$ cat config.mk
export PLATFORM = sky130hd
export DESIGN_NAME = fft_agu_seq
export DESIGN_NICKNAME = d
export VERILOG_FILES = /design/src/rtl/fft_agu_pkg.sv /design/src/rtl/fft_agu_addr_step.sv /design/src/rtl/fft_agu_seq.sv
export SDC_FILE = /design/constraint.sdc
export NUM_CORES = 1
export LEC_CHECK = 0
export ABC_AREA = 1
export CORE_ASPECT_RATIO = 0.8
export CORE_UTILIZATION = 54
export DETAILED_ROUTE_END_ITERATION = 10
export PLACE_DENSITY = 0.86
export SLEW_MARGIN = 20
export SYNTH_ARGS = -nofsm -noshare
export SYNTH_HDL_FRONTEND = slang
export SYNTH_SLANG_ARGS = --single-unit
$ cat constraint.sdc
create_clock -name clk -period 4.3 [get_ports clk]
set_input_delay 0.645 -clock clk [delete_from_list [all_inputs] [get_ports clk]]
set_output_delay 0.645 -clock clk [all_outputs]
set_load 0.02 [all_outputs]
$ cat src/rtl/fft_agu_pkg.sv
// ---------------------------------------------------------------------------
// fft_agu_pkg
// Shared types and helpers for the radix-2 in-place FFT address sequencer.
//   agu_state_t  : sequencer states (IDLE, RUN, DRAIN, DONE)
//   STAGE_W      : stage index width for the default 8192-point build
//   stage_mask() : (1<<stage)-1, limited to addr_width bits
// ---------------------------------------------------------------------------
package fft_agu_pkg;

    localparam int unsigned DEF_ADDR_WIDTH = 13;
    localparam int unsigned STAGE_W        = $clog2(DEF_ADDR_WIDTH);

    typedef enum logic [1:0] {
        IDLE,
        RUN,
        DRAIN,
        DONE
    } agu_state_t;

    // Low-bit mask selecting the position of an address inside its butterfly
    // group for the given stage.
    function automatic logic [31:0] stage_mask(input logic [31:0] stage,
                                               input int unsigned addr_width);
        logic [31:0] m;
        m = (32'd1 << stage) - 32'd1;
        if (addr_width < 32) begin
            m = m & ((32'd1 << addr_width) - 32'd1);
        end
        return m;
    endfunction

endpackage

$ cat src/rtl/fft_agu_addr_step.sv
// ---------------------------------------------------------------------------
// fft_agu_addr_step
// Combinational address arithmetic for one butterfly pair.
// Ports:
//   i_addr_a          : current upper-wing (even) address
//   i_stage           : current stage
//   o_next_addr_a     : addr_a of the following pair in the same stage
//   o_addr_b          : lower-wing partner, i_addr_a | (1<<stage)
//   o_tw_idx          : twiddle ROM index
//   o_last_in_stage   : this pair is the final one of its stage
// ---------------------------------------------------------------------------
module fft_agu_addr_step
    import fft_agu_pkg::*;
#(
    parameter int unsigned ADDR_WIDTH = 13
) (
    input  logic [ADDR_WIDTH-1:0]         i_addr_a,
    input  logic [$clog2(ADDR_WIDTH)-1:0] i_stage,
    output logic [ADDR_WIDTH-1:0]         o_next_addr_a,
    output logic [ADDR_WIDTH-1:0]         o_addr_b,
    output logic [ADDR_WIDTH-2:0]         o_tw_idx,
    output logic                          o_last_in_stage
);

    localparam int unsigned LP_STAGE_W = $clog2(ADDR_WIDTH);

    logic [ADDR_WIDTH-1:0] w_bit;
    logic [ADDR_WIDTH-1:0] w_mask;
    logic [ADDR_WIDTH-1:0] w_low;
    logic [ADDR_WIDTH-1:0] w_tw_full;
    logic [LP_STAGE_W-1:0] w_shamt;
    logic                  w_jump;

    assign w_bit  = ADDR_WIDTH'(1) << i_stage;
    assign w_mask = ADDR_WIDTH'(stage_mask(32'(i_stage), ADDR_WIDTH));
    assign w_low  = i_addr_a & w_mask;

    // Compared against the mask rather than AND-reduced so stage 0 (empty
    // mask) always jumps over its partner.
    assign w_jump = (w_low == w_mask);

    assign o_next_addr_a   = i_addr_a + ADDR_WIDTH'(1) + (w_jump ? w_bit : '0);
    assign o_addr_b        = i_addr_a | w_bit;
    assign o_last_in_stage = &o_addr_b;

    assign w_shamt   = LP_STAGE_W'(ADDR_WIDTH - 1) - i_stage;
    assign w_tw_full = w_low << w_shamt;
    assign o_tw_idx  = (ADDR_WIDTH-1)'(w_tw_full);

endmodule

$ cat src/rtl/fft_agu_seq.sv
// ---------------------------------------------------------------------------
// fft_agu_seq
// Stage/butterfly sequencer for a shared radix-2 in-place FFT datapath.
// Walks all ADDR_WIDTH stages, issuing N/2 address pairs plus a twiddle
// index per stage over a valid/ready handshake, with BF_LATENCY idle
// cycles between stages so the butterfly can retire its writes.
// Ports:
//   clk, rst        : clock, synchronous active-high reset
//   start           : one-cycle run request, honoured only when idle
//   busy, done      : run in progress / one-cycle completion pulse
//   out_valid       : pair outputs are valid
//   out_ready       : butterfly accepts the current pair
//   addr_a, addr_b  : even / odd wing addresses
//   tw_idx          : twiddle ROM index
//   stage           : current stage
//   last_in_stage   : current pair closes its stage
// Optional (macro FFT_AGU_INV_EN):
//   inverse         : latched when start is accepted
//   tw_conj         : latched inverse while out_valid, else 0
// ---------------------------------------------------------------------------
module fft_agu_seq
    import fft_agu_pkg::*;
#(
    parameter int unsigned ADDR_WIDTH = 13,
    parameter int unsigned BF_LATENCY = 4
) (
    input  logic                          clk,
    input  logic                          rst,
    input  logic                          start,
    output logic                          busy,
    output logic                          done,
    output logic                          out_valid,
    input  logic                          out_ready,
`ifdef FFT_AGU_INV_EN
    input  logic                          inverse,
    output logic                          tw_conj,
`endif
    output logic [ADDR_WIDTH-1:0]         addr_a,
    output logic [ADDR_WIDTH-1:0]         addr_b,
    output logic [ADDR_WIDTH-2:0]         tw_idx,
    output logic [$clog2(ADDR_WIDTH)-1:0] stage,
    output logic                          last_in_stage
);

    localparam int unsigned LP_STAGE_W    = $clog2(ADDR_WIDTH);
    localparam int unsigned LP_CNT_W      = (BF_LATENCY > 1) ? $clog2(BF_LATENCY) : 1;
    localparam int unsigned LP_DRAIN_LAST = (BF_LATENCY > 0) ? BF_LATENCY - 1 : 0;

    agu_state_t            r_state;
    agu_state_t            w_state_nxt;
    logic [ADDR_WIDTH-1:0] r_addr_a;
    logic [ADDR_WIDTH-1:0] w_addr_nxt;
    logic [LP_STAGE_W-1:0] r_stage;
    logic [LP_STAGE_W-1:0] w_stage_nxt;
    logic [LP_CNT_W-1:0]   r_cnt;
    logic [LP_CNT_W-1:0]   w_cnt_nxt;

    logic [ADDR_WIDTH-1:0] w_step_addr;
    logic [ADDR_WIDTH-1:0] w_addr_b;
    logic [ADDR_WIDTH-2:0] w_tw_idx;
    logic                  w_last;
    logic                  w_valid;
    logic                  w_accept;
    logic                  w_final_stage;

    fft_agu_addr_step #(
        .ADDR_WIDTH (ADDR_WIDTH)
    ) u_step (
        .i_addr_a        (r_addr_a),
        .i_stage         (r_stage),
        .o_next_addr_a   (w_step_addr),
        .o_addr_b        (w_addr_b),
        .o_tw_idx        (w_tw_idx),
        .o_last_in_stage (w_last)
    );

    assign w_valid       = (r_state == RUN);
    assign w_accept      = w_valid && out_ready;
    assign w_final_stage = (r_stage == LP_STAGE_W'(ADDR_WIDTH - 1));

    always_ff @(posedge clk) begin
        if (rst) begin
            r_state  <= IDLE;
            r_addr_a <= '0;
            r_stage  <= '0;
            r_cnt    <= '0;
        end else begin
            r_state  <= w_state_nxt;
            r_addr_a <= w_addr_nxt;
            r_stage  <= w_stage_nxt;
            r_cnt    <= w_cnt_nxt;
        end
    end

    always_comb begin
        w_state_nxt = r_state;
        w_addr_nxt  = r_addr_a;
        w_stage_nxt = r_stage;
        w_cnt_nxt   = r_cnt;
        case (r_state)
            IDLE: begin
                if (start) begin
                    w_state_nxt = RUN;
                    w_addr_nxt  = '0;
                    w_stage_nxt = '0;
                    w_cnt_nxt   = '0;
                end
            end
            RUN: begin
                if (w_accept) begin
                    if (!w_last) begin
                        w_addr_nxt = w_step_addr;
                    end else if (w_final_stage) begin
                        w_state_nxt = DONE;
                    end else if (BF_LATENCY > 0) begin
                        w_state_nxt = DRAIN;
                        w_cnt_nxt   = '0;
                    end else begin
                        w_stage_nxt = r_stage + LP_STAGE_W'(1);
                        w_addr_nxt  = '0;
                    end
                end
            end
            DRAIN: begin
                if (r_cnt == LP_CNT_W'(LP_DRAIN_LAST)) begin
                    w_state_nxt = RUN;
                    w_stage_nxt = r_stage + LP_STAGE_W'(1);
                    w_addr_nxt  = '0;
                end else begin
                    w_cnt_nxt = r_cnt + LP_CNT_W'(1);
                end
            end
            DONE: begin
                w_state_nxt = IDLE;
                w_stage_nxt = '0;
                w_addr_nxt  = '0;
            end
            default: begin
                w_state_nxt = IDLE;
            end
        endcase
    end

    // Pair outputs are forced to zero outside RUN so an idle sequencer
    // presents an all-zero bus.
    assign out_valid     = w_valid;
    assign busy          = (r_state != IDLE);
    assign done          = (r_state == DONE);
    assign addr_a        = w_valid ? r_addr_a : '0;
    assign addr_b        = w_valid ? w_addr_b : '0;
    assign tw_idx        = w_valid ? w_tw_idx : '0;
    assign last_in_stage = w_valid & w_last;
    assign stage         = r_stage;

`ifdef FFT_AGU_INV_EN
    logic r_inv;

    always_ff @(posedge clk) begin
        if (rst) begin
            r_inv <= 1'b0;
        end else if ((r_state == IDLE) && start) begin
            r_inv <= inverse;
        end
    end

    assign tw_conj = w_valid & r_inv;
`endif

endmodule

=== Yosys cells after proc, flatten, opt, wreduce, memory -nomap -nowiden ===
Cells that the tools add are included.
Widths: inputs -> output; s select.

* Flip-flop bits (word level): 21
* Bits in latches: 0
* RAM bits: 0
* Bits in read-only memories: 0
* Bits of input ports: 4
* Output and inout bits: 46
* Word-level logic and storage cells: 63
* Memories: 0

* Add/sub/neg operators: 6
* $mul: 0
* Divide/modulo/power cells: 0
* Magnitude comparators: 0
* Eq/ne operators: 13
* Shift-type cells: 3
* Mux-type cells: 24
* Bitwise gates (word level): 4
* Reductions and logical operators: 9

{| class="wikitable"
|+ Operators with widths
! kind !! number
|-
| $mux 13 || 7
|-
| $pmux 13 s4 || 1
|-
| $shl 1x4->13 const A || 2
|-
| $mux 2 || 9
|-
| $add 13x1->13 const B || 1
|-
| $add 13x13->13 || 1
|-
| $and 13x13->13 || 1
|-
| $eq 13x13->1 || 1
|-
| $or 13x13->13 || 1
|-
| $reduce_and 13->1 || 1
|-
| $shl 13x4->12 || 1
|-
| $sub 13x1->13 const B || 1
|-
| $mux 12 || 1
|-
| $ne 2x2->1 const B || 6
|-
| $pmux 4 s3 || 1
|-
| $mux 4 || 2
|-
| $pmux 2 s4 || 1
|-
| $reduce_and 4->1 || 2
|-
| $eq 2x2->1 const B || 3
|-
| $pmux 2 s3 || 1
|-
| $reduce_and 6->1 || 1
|-
| $add 4x1->4 const B || 1
|-
| $eq 4x4->1 const B || 1
|-
| $sub 4x4->4 const A || 1
|-
| 11 further kinds || 11
|}

=== Depth between registers and ports, before layout ===
* Word-level depth: 9
* Mapped depth: 31
* Gate-level depth less buffers: 29

=== By module ===
Synthesis repeated with hierarchy kept, for this count alone.

* Cells, all modules: 592
* Area, all modules: 3184.3 um^2

{| class="wikitable"
|+ Modules (own cells, without submodules)
! module !! instances !! cells an instance !! area each (um^2) !! seq. area each (um^2)
|-
| fft_agu_addr_step || 1 || 349 || 1798.0 || 0.0
|-
| fft_agu_seq || 1 || 243 || 1386.3 || 420.4
|}

=== Least setup slack after synthesis ===
OpenSTA, ideal clock, no wires.

* Kind: register -> register
* Start: register r_stage[0] (netlist: stage[0])
* End: register r_addr_a[9]
* Setup time: 0.115 ns
* Arrival: 3.923 ns
* Required time: 4.185 ns
* Setup slack: 0.262 ns
* Stages on the path, launching flop included: 32
* Buffers on the path: 3
* Period minus slack after synthesis: 4.038 ns
* Cell sequence: dfxtp_1 buf_2 inv_1 clkbuf_1 ha_1 ha_1 nand2_4 ha_1 inv_1 nand2_1 o21ai_0 nor2_1 nand2_1 nor2_1 nand2_1 nor2_4 nand3_2 buf_2 nor2_1 ha_1 a21oi_1 nand2_1 nand2_1 nand2_1 a21oi_1 o21ai_0 inv_1 nor2_1 nor2_1 nand2_1 nand3_1 o21ai_2

* Word-level cells in the longest chain between the ends: 9
* Elaborated cells between the ends (all ways): 14
* Classes of those cells: add/sub (2); eq/ne (2); shift (2); mux (4); bitwise (2); reduce/logical (2)

{| class="wikitable"
|+ RTL lines
! element !! line !! source
|-
| from (decl) || fft_agu_seq.sv:53 || <nowiki>logic [LP_STAGE_W-1:0] r_stage;</nowiki>
|-
| from (signal assigned) || fft_agu_seq.sv:90 || <nowiki>r_stage <= w_stage_nxt;</nowiki>
|-
| $shl 1x4->13 || fft_agu_pkg.sv:25, fft_agu_addr_step.sv:34 ||
|-
| $sub 13x1->13 || fft_agu_pkg.sv:25 || <nowiki>m = (32'd1 << stage) - 32'd1;</nowiki>
|-
| $and 13x13->13 || fft_agu_addr_step.sv:36 || <nowiki>assign w_low = i_addr_a & w_mask;</nowiki>
|-
| $eq 13x13->1 || fft_agu_addr_step.sv:40 || <nowiki>assign w_jump = (w_low == w_mask);</nowiki>
|-
| $mux 13 || fft_agu_addr_step.sv:42 || <nowiki>assign o_next_addr_a = i_addr_a + ADDR_WIDTH'(1) + (w_jump ? w_bit : '0);</nowiki>
|-
| $add 13x13->13 || fft_agu_addr_step.sv:42 ||
|-
| $mux 13 || fft_agu_seq.sv:111 || <nowiki>if (!w_last) begin</nowiki>
|-
| $mux 13 || fft_agu_seq.sv:110 || <nowiki>if (w_accept) begin</nowiki>
|-
| $pmux 13 s4 || fft_agu_seq.sv:100 || <nowiki>case (r_state)</nowiki>
|-
| to (signal assigned) || fft_agu_seq.sv:89 || <nowiki>r_addr_a <= w_addr_nxt;</nowiki>
|-
| to (decl) || fft_agu_seq.sv:51 || <nowiki>logic [ADDR_WIDTH-1:0] r_addr_a;</nowiki>
|}

Several ways; a longest one is shown, not always the timed one. The select of a mux whose other input is x is not followed.
A chain may end at the register's enable or synchronous reset.

=== Final worst setup path ===
* Start: register r_stage[1] (netlist: stage[1])
* End: output port tw_idx[8]

* Word-level cells in the longest chain between the ends: 5
* Elaborated cells between the ends (all ways): 6
* Classes of those cells: add/sub (2); shift (2); mux (1); bitwise (1)

{| class="wikitable"
|+ RTL lines
! element !! line !! source
|-
| $shl 1x4->13 || fft_agu_pkg.sv:25 ||
|-
| $sub 13x1->13 || fft_agu_pkg.sv:25 ||
|-
| $and 13x13->13 || fft_agu_addr_step.sv:36 ||
|-
| $shl 13x4->12 * || fft_agu_addr_step.sv:47 || <nowiki>assign w_tw_full = w_low << w_shamt;</nowiki>
|-
| $mux 12 * || fft_agu_seq.sv:151 || <nowiki>assign tw_idx = w_valid ? w_tw_idx : '0;</nowiki>
|-
| to (decl) || fft_agu_seq.sv:40 || <nowiki>output logic [ADDR_WIDTH-2:0] tw_idx,</nowiki>
|}

Mark *: on every way between the ends. The rest lies on a longest branch, timed or not.

==> impl_metrics.yaml <==
worst_setup_path:
  cp_data_required_time_ns: 3.65
  cp_data_arrival_time_ns: 3.37
  critPathKind: "register to output pin"
  path_cells: "inv_1 > ha_1 > ha_2 > nand2_4 > ha_1 > nand2_1 > nor2_1 > nand2_1 > nand2_1 > nand3_1 > nand2_1 > nand2_1 > o211ai_1 > a21oi_1 > a21oi_1 > clkdlybuf4s50_1"
  startpoint: "stage[1]$_SDFFE_PP0P_"
  reg2regPathDepth: 28
  cpMostUsedCell: "nand2_1"
  cp_slowest_cell: "clkdlybuf4s50_1"
  rrSetupSlack_ns: 0.36
  start_kind: "register"
  r2r_start: "stage[1]$_SDFFE_PP0P_"
  r2r_end: "r_addr_a[9]$_SDFFE_PP0P_"
  cpPeakStageDelay_ns: 0.63
  endpoint_kind: "output pin"
  crit_fanout: 6
pwr:
  swShare_pct: 57.3
  vdd_drop_max_v: 0.000280
  seq_power_share_pct: 17.2
  power_density_nw_per_um2: 454
  p_switching_mw: 0.888
  p_comb_share_pct: 73.6
  clkPwrFrac_pct: 9.1
  leakagePower_nw: 1.52
  p_int_mw: 0.661
yosys:
  synth-edff-count: 0
  yosysUniqueCellTypes: 46
  async_flop_share_pct: 0
  avgSynthCellArea_sq_um: 5.85
  yosys_warnings: 0
  yosysSeqAreaShare_pct: 14.8
  synth_nets: 512
  synthCells: 485
  ys.flop_type: "dfxtp_1"
  synth_area_sq_um: 2840
  ys_seq_elements: 21
sta:
  tightest_slew_ns: 1.13
  setup_viol: 0
  rsz0062_at_grt: "yes"
  period_minus_slack_ns: 4.02
  worst_slack_ns: 0.284
  timing.fmax_mhz: 249
  fin_crit_sh_pct: 93.4
  hold_viol: 0
  slew_viol_final: 0
  fin_skew_ns: 0.00330
  slew_headroom_pct: 24.0
clocking:
  insertion_delay_ns: 0.27
  ctsHoldBuffers: 0
  clkTransAtPathRegs_ns: 0.09
  cts-buffers-inserted: 3
  cts_tree: "built"
  clk_path_buf_depth: 2
  clock_sinks: 21
  htree_levels: 1
  root_buffer: "clkbuf_8"
route:
  wl_met1_um: 4190
  met3_length_um: 924
  drtAntennaViolNets: 0
  drc: 0
  route.detailed.vias_per_inst: 5.83
  top_layer: "met4"
  wl_met2_um: 3980
  wire_per_inst_um: 15.5
  routed_wl_um: 9140
  first_pass_iters: 5
  first_iter_violations: 311
  vias: 3436
global_routing:
  grt_pass1_wl_um: 14400
  antenna_found_initial: 0
  grt_max_degree: 33
  grt_pass1_vias: 2916
  grt_use_total_pct: 32.5
  gr-total-overflow: 0
run:
  cap_violations: 0
cells_and_area:
  drive_gt1_share_pct: 8.73
  synthToLayoutAreaGrowth_pct: 20.1
  layout.cells.non_filler: 589
  final_common_cell: "nand2_1"
  antennaDiodeCount: 0
  layout_common_cells: "nand2_1 (106), nor2_1 (76), inv_1 (58), clkdlybuf4s50_1 (49), nand3_1 (40)"
  nets: 555
die:
  rows: 23
  die_h_um: 66.9
  boundaryPins: 50
  fp.dieW_um: 83.1
  initial_core_util_pct: 56.4
  core-area_sq_um: 5040
  die-area_sq_um: 5550
place:
  dp_hpwl_um: 7410
  dp.cells: 585
  pre_cts_ws_ns: 0.331
  io_buffers: 49
  gp_congestion: 0.929
min_path:
  worstHoldStart: "r_cnt[0]$_SDFFE_PP0P_"
  whs_endpoint: "r_cnt[0]$_SDFFE_PP0P_"
  worstHoldPathType: "register to register"
  hold_depth: 2
outcome:
  status: "finished clean"
==> power by group through the flow <==
stage | sequential [mW] | clock (mW) | combinational (mW)
2_1_floorplan | 0.267 | 0 | 0.814
3_3_place_gp | 0.269 | 0 | 1.08
3_5_place_dp | 0.270 | 0 | 1.10
4_1_cts | 0.265 | 0.142 | 1.11
5_1_grt | 0.271 | 0.153 | 1.26
6_report | 0.267 | 0.141 | 1.14
==> cells by family (layout without fill, tap and decap cells) <==
kind of cell               count (synthesis)  in the layout  synth area share (%)
AOI/OAI and AO/OA                         90             90                  18.4
xor gates and xnor gates                   4              4                  1.23
adders and majority gates                 23             23                  10.4
buffers and inverters                     81            123                  12.2
DFF                                       21             21                  14.8
muxes                                      2              2                 0.705
and+or+nand+nor                          264            264                  42.3
==> what timing repair did <==
| action | 4_1_cts | 5_1_grt |
|---|---|---|
| setup buffers | 0 | 0 |
| endpoints found under the setup margin | 0 | 6 |
| gates resized for setup | 0 | 6 |
==> synth_stat cells, types with 3 or more instances <==
| master | instances | area, sq um |
|---|---|---|
| inv_1 | 58 | 218 |
| buf_6 | 5 | 56.3 |
| o211ai_1 | 5 | 37.5 |
| nand3_1 | 40 | 200 |
| o21ai_1 | 9 | 45.0 |
| nor3_1 | 8 | 40.0 |
| inv_2 | 6 | 22.5 |
| nand3_2 | 3 | 30.0 |
| nand2_2 | 5 | 31.3 |
| o21ai_0 | 22 | 110 |
| ha_1 | 22 | 275 |
| nand2_1 | 107 | 402 |
| nor2_1 | 77 | 289 |
| xor2_1 | 4 | 35.0 |
| nand4_1 | 9 | 56.3 |
| a21oi_1 | 36 | 180 |
| dfxtp_1 | 21 | 420 |
| clkbuf_1 | 9 | 33.8 |
| o21ai_2 | 4 | 35.0 |
==> worst max-delay path, delay by kind of cell, from the launching register on <==
family | cells | cell delay, ns
simple gates | 8 | 0.74
fa+ha+maj | 3 | 0.70
buf+inv | 2 | 0.75
flops | 1 | 0.45
compound gates | 3 | 0.46
==> registers in the layout, summed over array words and instances, names as in the netlist <==
| signal | cells |
|---|---|
| r_state | 2 |
| stage | 4 |
| r_addr_a | 13 |
| r_cnt | 2 |
==> metal layers <==
metal,track usage (%),vias to the layer above
li1,-,1681
met1,45.7,1565
met2,52.7,185
met3,7.06,5
met4,2.80,0
met5,0,-
==> per-stage QoR <==
step / setup TNS, ns / utilization, % / hold WS (ns) / cell area (sq um) / power (mW)
after floorplan: 0 / - / 0.457 / 2840 / 1.08
after global placement: 0 / 66.5 / 0.475 / 3350 / 1.35
after detailed placement: 0 / 66.5 / 0.486 / 3350 / 1.37
after CTS: 0 / 67.4 / 0.500 / 3400 / 1.51
after global routing: -0.0175 / 67.7 / 0.533 / 3410 / 1.68
final: 0 / 67.7 / 0.500 / 3410 / 1.55
==> how the worst max path moves through the flow <==
| stage | end | cells past startpoint | slack, ns |
|---|---|---|---|
| 2_1_floorplan | r_addr_a[9]$_SDFFE_PP0P_ | 31 | 0.26 |
| 3_3_place_gp | r_addr_a[10]$_SDFFE_PP0P_ | 27 | 0.52 |
| 3_5_place_dp | r_addr_a[10]$_SDFFE_PP0P_ | 26 | 0.33 |
| 4_1_cts | tw_idx[11] | 18 | 0.25 |
| 5_1_grt | r_addr_a[10]$_SDFFE_PP0P_ | 27 | -0.02 |
| 6_report | tw_idx[8] | 16 | 0.28 |
==> layout make-up <==
cell class	count	area [sq um]
tap	62	77.6
inverter	64	240
clock inverter	1	7.51
fill	474	1630
clock buffer	3	41.3
timing repair buffer	55	536
multi-input combinational	383	2090
sequential	21	420
Note: power is estimated with default switching activity, not from simulation.
==> RTL change 1: new RTL, same settings <==
`ADDR_WIDTH` is set to 13 in 2 places; all go to 12.
--- a/src/rtl/fft_agu_addr_step.sv
+++ b/src/rtl/fft_agu_addr_step.sv
@@ -12,7 +12,7 @@
 module fft_agu_addr_step
     import fft_agu_pkg::*;
 #(
-    parameter int unsigned ADDR_WIDTH = 13
+    parameter int unsigned ADDR_WIDTH = 12
 ) (
     input  logic [ADDR_WIDTH-1:0]         i_addr_a,
     input  logic [$clog2(ADDR_WIDTH)-1:0] i_stage,
--- a/src/rtl/fft_agu_seq.sv
+++ b/src/rtl/fft_agu_seq.sv
@@ -21,7 +21,7 @@
 module fft_agu_seq
     import fft_agu_pkg::*;
 #(
-    parameter int unsigned ADDR_WIDTH = 13,
+    parameter int unsigned ADDR_WIDTH = 12,
     parameter int unsigned BF_LATENCY = 4
 ) (
     input  logic                          clk,
Interface: changed (resized addr_a, addr_b and tw_idx); port bits go from 50 to 47. No check against the original RTL was run, so the function may have changed too.
==> RTL change 1 against the original RTL <==
Utilization up 0.73 points; sequential cell count fell by 1; wire length fell by 2.6%; synthesized area grew 0.79%; clock skew increased by 0.0078 ns; die area rose by 0.78%; power fell by 2.3%; synthesized cell count is 2.9% lower; setup slack worse by 0.028 ns; design area increased by 1.7%.
==> RTL change 1: results (changes against the original RTL) <==
[route] detailed-route wire length 8900 µm [-2.6%]
[yosys] post-synthesis net count 496 [-3.1%]
[power_and_ir_drop] maximum vdd ir drop 322 µV [+15%]
[placed_design] hpwl dp 7120 µm [-3.9%]
[power_and_ir_drop] switching power 850 µW [-4.3%]
[setup_path] CP max FO 12 [+6]
[final_layout] number of nets in the final layout 545 [-1.8%]
[final_layout] combined area of the multi-input logic cells 0.00213 mm² [+2.0%]
[yosys] top cells by count, synth 98 x sky130_fd_sc_hd__nand2_1, 66 x sky130_fd_sc_hd__nor2_1, 57 x sky130_fd_sc_hd__inv_1
[final_layout] number of inserted filler cells in the final layout 459 [-3.2%]
[clock_tree] Clock Latency Late Sink 0.26 ns
[global_route] number of global-route vias before repair 3,022 [+3.6%]
[status] result of the run finished, final reports clean
[yosys] Synth top area share 14.0% [-0.82 points]
[placed_design] instance area at placement 0.00340 mm² [+1.7%]
[sta] Post-Route Skew 0.0111 ns [+0.00783 ns]
[global_route] maximum number of pins on one net before global-route repair 19 [-42%]
[final_layout] number of flip-flops in the largest register 12 [-1]
[final_layout] utilization after layout 68.4% [+0.73 points]
[final_layout] number of flip-flops and latches 20 [-4.8%]
[setup_path] delay of the slowest critical-path stage 0.39 ns [-0.24 ns]
[final_layout] Clock-cell share 1.19% [-0.24 points]
[final_layout] area-dominant cell class after layout multi-input combinational cells
[global_route] GR Util met1 45.4% [-0.27 points]
[setup_path] arrival time worst endpoint 4.21 ns [+0.84 ns]
[final_layout] number of multi-input combinational cells 368 [-3.9%]
[yosys] count of unique library cells instantiated by Yosys 48 [+4.3%]
[setup_path] slowest library cell on the worst path sky130_fd_sc_hd__fa_1
[route] via density per instance 5.84 [about the same]
[sta] Relative slew margins 59.5% [+35 points]
[final_layout] non-clock buffer count in the final layout 56 [+1.8%]
[global_route] GR met3 Demand/Resource 4.46% [-2.6 points]
[power_and_ir_drop] static leakage power 0.00163 µW [+7.1%]
[setup_path] cell family with most CP delay simple AND/OR/NAND/NOR gates
[final_layout] share of cells above drive strength 1 14.1% [+5.4 points]
[global_route] GRT Resource Usage Total 32.3% [-0.17 points]
[yosys] most area-consuming cells after synthesis sky130_fd_sc_hd__dfxtp_1 14%, sky130_fd_sc_hd__nand2_1 13%, sky130_fd_sc_hd__ha_1 8.7%
[final_layout] Non-CTS inverters 71 [+11%]
[final_layout] FF+latch area 402 µm² [-4.5%]
[final_layout] Signal buf overhead 15.5% [-0.26 points]
[route] drt first-iter violations 304 [-2.3%]
[clock_tree] clock slew at the register clock pins of the worst setup and hold paths 0.08 ns
[placed_design] port buffer count 46 [-6.1%]
[placed_design] gp weighted congestion 0.944 [+1.6%]
[global_route] met2 demand-to-capacity share in global routing 51.8% [-0.82 points]
[final_layout] Layout Cell Area excl Fill 0.00347 mm² [+1.7%]
[global_route] wire length of the first global-routing pass 14,600 µm [+1.2%]
[yosys] sequential-to-total area share from yosys stat 14.0% [-0.82 points]
RTL change 1: metrics by stage:
step / cells / power [µW] / worst slack (ns)
after global placement: 576 / 1330 / 0.417
after global routing: 580 / 1640 / -0.0175
final: 580 / 1510 / 0.256
after detailed placement: 576 / 1340 / 0.218
after floorplan: 471 / 1090 / 0.0211
after CTS: 579 / 1470 / 0.186
RTL change 1: metal layers:
metal | vias up | share of wire [%]
li1 | 1656 | -
met1 | 1520 | 47
met5 | - | 0
met2 | 190 | 43
met3 | 20 | 8.5
met4 | 0 | 1.8
RTL change 1: what timing repair did:
item | in CTS | in global routing
gates resized for setup | 0 | 6
hold buffers | 0 | 0
setup buffers | 0 | 1
endpoints found under the setup margin | 0 | 2
endpoints found under the hold margin | 0 | 0
RTL change 1: power by group through the flow:
| stage | sequential, µW | clock (µW) | combinational, µW |
|---|---|---|---|
| floorplan | 243 | 0 | 843 |
| global placement | 233 | 0 | 1090 |
| detailed placement | 235 | 0 | 1110 |
| CTS | 231 | 128 | 1110 |
| global route | 236 | 136 | 1270 |
| finish | 232 | 128 | 1150 |
RTL change 1: cell families after synthesis:
family / after synthesis / synth area share (%)
simple gates: 259 / 46.6
mux: 1 / 0.350
buf+inv: 83 / 12.1
flops: 20 / 14.0
compound gates: 85 / 17.0
fa+ha+maj: 21 / 9.44
xor+xnor: 2 / 0.612
RTL change 1: worst paths after layout:
kind	slack, ns	start	cells past startpoint	endpoint
setup reg to reg	0.26	stage[1]	25	r_addr_a[8]
hold reg to reg	0.50	r_cnt[0]	2	r_cnt[0]
setup / recovery	0.26	stage[1]	25	r_addr_a[8]
hold / removal	0.50	r_cnt[0]	2	r_cnt[0]
==> RTL change 2: new RTL, config.mk and constraints unchanged <==
Without the edit above. The 4 states of `agu_state_t` get a Gray code encoding in 2 bits.
--- a/src/rtl/fft_agu_pkg.sv
+++ b/src/rtl/fft_agu_pkg.sv
@@ -11,10 +11,10 @@
     localparam int unsigned STAGE_W        = $clog2(DEF_ADDR_WIDTH);
 
     typedef enum logic [1:0] {
-        IDLE,
-        RUN,
-        DRAIN,
-        DONE
+        IDLE  = 2'b00,
+        RUN   = 2'b01,
+        DRAIN = 2'b11,
+        DONE  = 2'b10
     } agu_state_t;
 
     // Low-bit mask selecting the position of an address inside its butterfly
Check against the original RTL: no difference found for any inputs over 10 cycles, from zero or initial values and one cycle with rst high; not proved beyond that.
==> RTL change 2 against the original RTL <==
Design area grew 0.15%; register-to-register slack lost 0.11 ns; worst hold slack lost 0.013 ns; wire length is essentially flat; die area shrank 0.94%; sequential share of layout area is essentially flat; sequential cell count is the same; largest cell class unchanged; setup slack lost 0.030 ns; synthesized area shrank 0.97%; synthesized cell count shrank 1.4%.
Power is not compared: it rests on default switching activity, and its combinational part moved more than twofold at a synthesized area within 25%.
==> RTL change 2: results (changes against the original RTL) <==
[status] result of the run finished, final reports clean
[placed_design] hpwl dp 7390 µm [-0.20%]
[setup_path] register-to-register setup slack 0.25 ns [-0.11 ns]
[route] via density per instance 5.72 [-1.9%]
[floorplan] Die ar. 0.00550 mm² [-0.94%]
[yosys] mux contribution to synthesized area 0.712% [+0.0069 points]
[final_layout] number of nets in the final layout 554 [-0.18%]
[global_route] number of global-route vias before repair 2,757 [-5.5%]
[yosys] synthesized-area fraction occupied by xor and xnor cells 1.25% [+0.012 points]
[sta] Post-Route Skew 0.00452 ns [+0.00122 ns]
[route] WL met1 4370 µm [+4.2%]
[final_layout] number of flip-flops in the largest register 13 [unchanged]
[placed_design] Setup Slack @ Placement 0.374 ns [+0.0423 ns]
[min_path] startpoint of the tightest hold check path r_cnt[1]
[sta] Relative slew margins 54.4% [+30 points]
[final_layout] utilization after layout 68.2% [+0.49 points]
[clock_tree] clock slew at the register clock pins of the worst setup and hold paths 0.10 ns
[final_layout] share of cells above drive strength 1 8.37% [-0.36 points]
[setup_path] arrival time worst endpoint 4.20 ns [+0.83 ns]
[final_layout] combined area of the multi-input logic cells 0.00206 mm² [-1.1%]
[yosys] sequential-to-total area share from yosys stat 15.0% [+0.14 points]
[yosys] adder-cell share of the synthesized area 10.5% [+0.10 points]
[route] DR WL met2 3780 µm [-5.0%]
[global_route] GR met3 Demand/Resource 5.62% [-1.4 points]
[yosys] post-synthesis average cell area 5.88 µm² [+0.48%]
[global_route] GR Util met1 51.3% [+5.6 points]
[setup_path] delay of the slowest critical-path stage 0.42 ns [-0.21 ns]
[final_layout] share of the final layout cell area in sequential cells 12.3% [-0.018 points]
[route] final routed wire length divided by cell count 15.5 µm [+0.12%]
[route] Met3 Routed Length 881 µm [-4.7%]
[final_layout] non-clock buffer count in the final layout 57 [+3.6%]
[setup_path] r2r worst-path depth 24 [-14%]
[min_path] Hold Path End r_cnt[1]
[final_layout] number of antenna cells inserted 0 [unchanged]
[placed_design] # placed instances 584 [-0.17%]
[sta] Final Hold Slack 0.487 ns [-0.0134 ns]
[final_layout] fin cells 588 [-0.17%]
[yosys] top cells by count, synth 104 x sky130_fd_sc_hd__nand2_1, 77 x sky130_fd_sc_hd__nor2_1, 61 x sky130_fd_sc_hd__inv_1
[final_layout] number of multi-input combinational cells 378 [-1.3%]
[final_layout] Non-CTS inverters 66 [+3.1%]
[final_layout] Signal buf overhead 16.2% [+0.49 points]
[yosys] compound-gate portion of the synthesized area 19.2% [+0.85 points]
[route] drt first-iter violations 260 [-16%]
[final_layout] Clock-cell share 1.43% [-0.0021 points]
[setup_path] slowest library cell on the worst path sky130_fd_sc_hd__dfxtp_1
[global_route] maximum number of pins on one net before global-route repair 32 [-3.0%]
## RTL change 2: changes by cell type after synthesis, sizes merged, moves of 2 or more
cell	change
o22ai	+2
nor2	+4
nand3	-8
o21bai	+2
nor3	-2
nand2	-4
clkbuf	-5
o21ai	+5
nand4	+3
## RTL change 2: worst max-delay path by stage
stage / from / depth (start not counted) / slack [ns] / to
2_1_floorplan: stage[0] / 27 / 0.34 / r_addr_a[9]
3_3_place_gp: stage[0] / 21 / 0.49 / r_addr_a[10]
3_5_place_dp: stage[1] / 24 / 0.37 / r_addr_a[9]
4_1_cts: stage[1] / 16 / 0.31 / tw_idx[10]
5_1_grt: stage[1] / 29 / 0.007 / r_addr_a[9]
6_report: stage[1] / 24 / 0.25 / r_addr_a[9]
## RTL change 2: critical path: cells and delay by family (launching register included)
kind	cells	cell delay (ns)
simple gates	13	1.49
fa+ha+maj	4	1.07
compound gates	5	0.75
flops	1	0.42
buf+inv	2	0.19
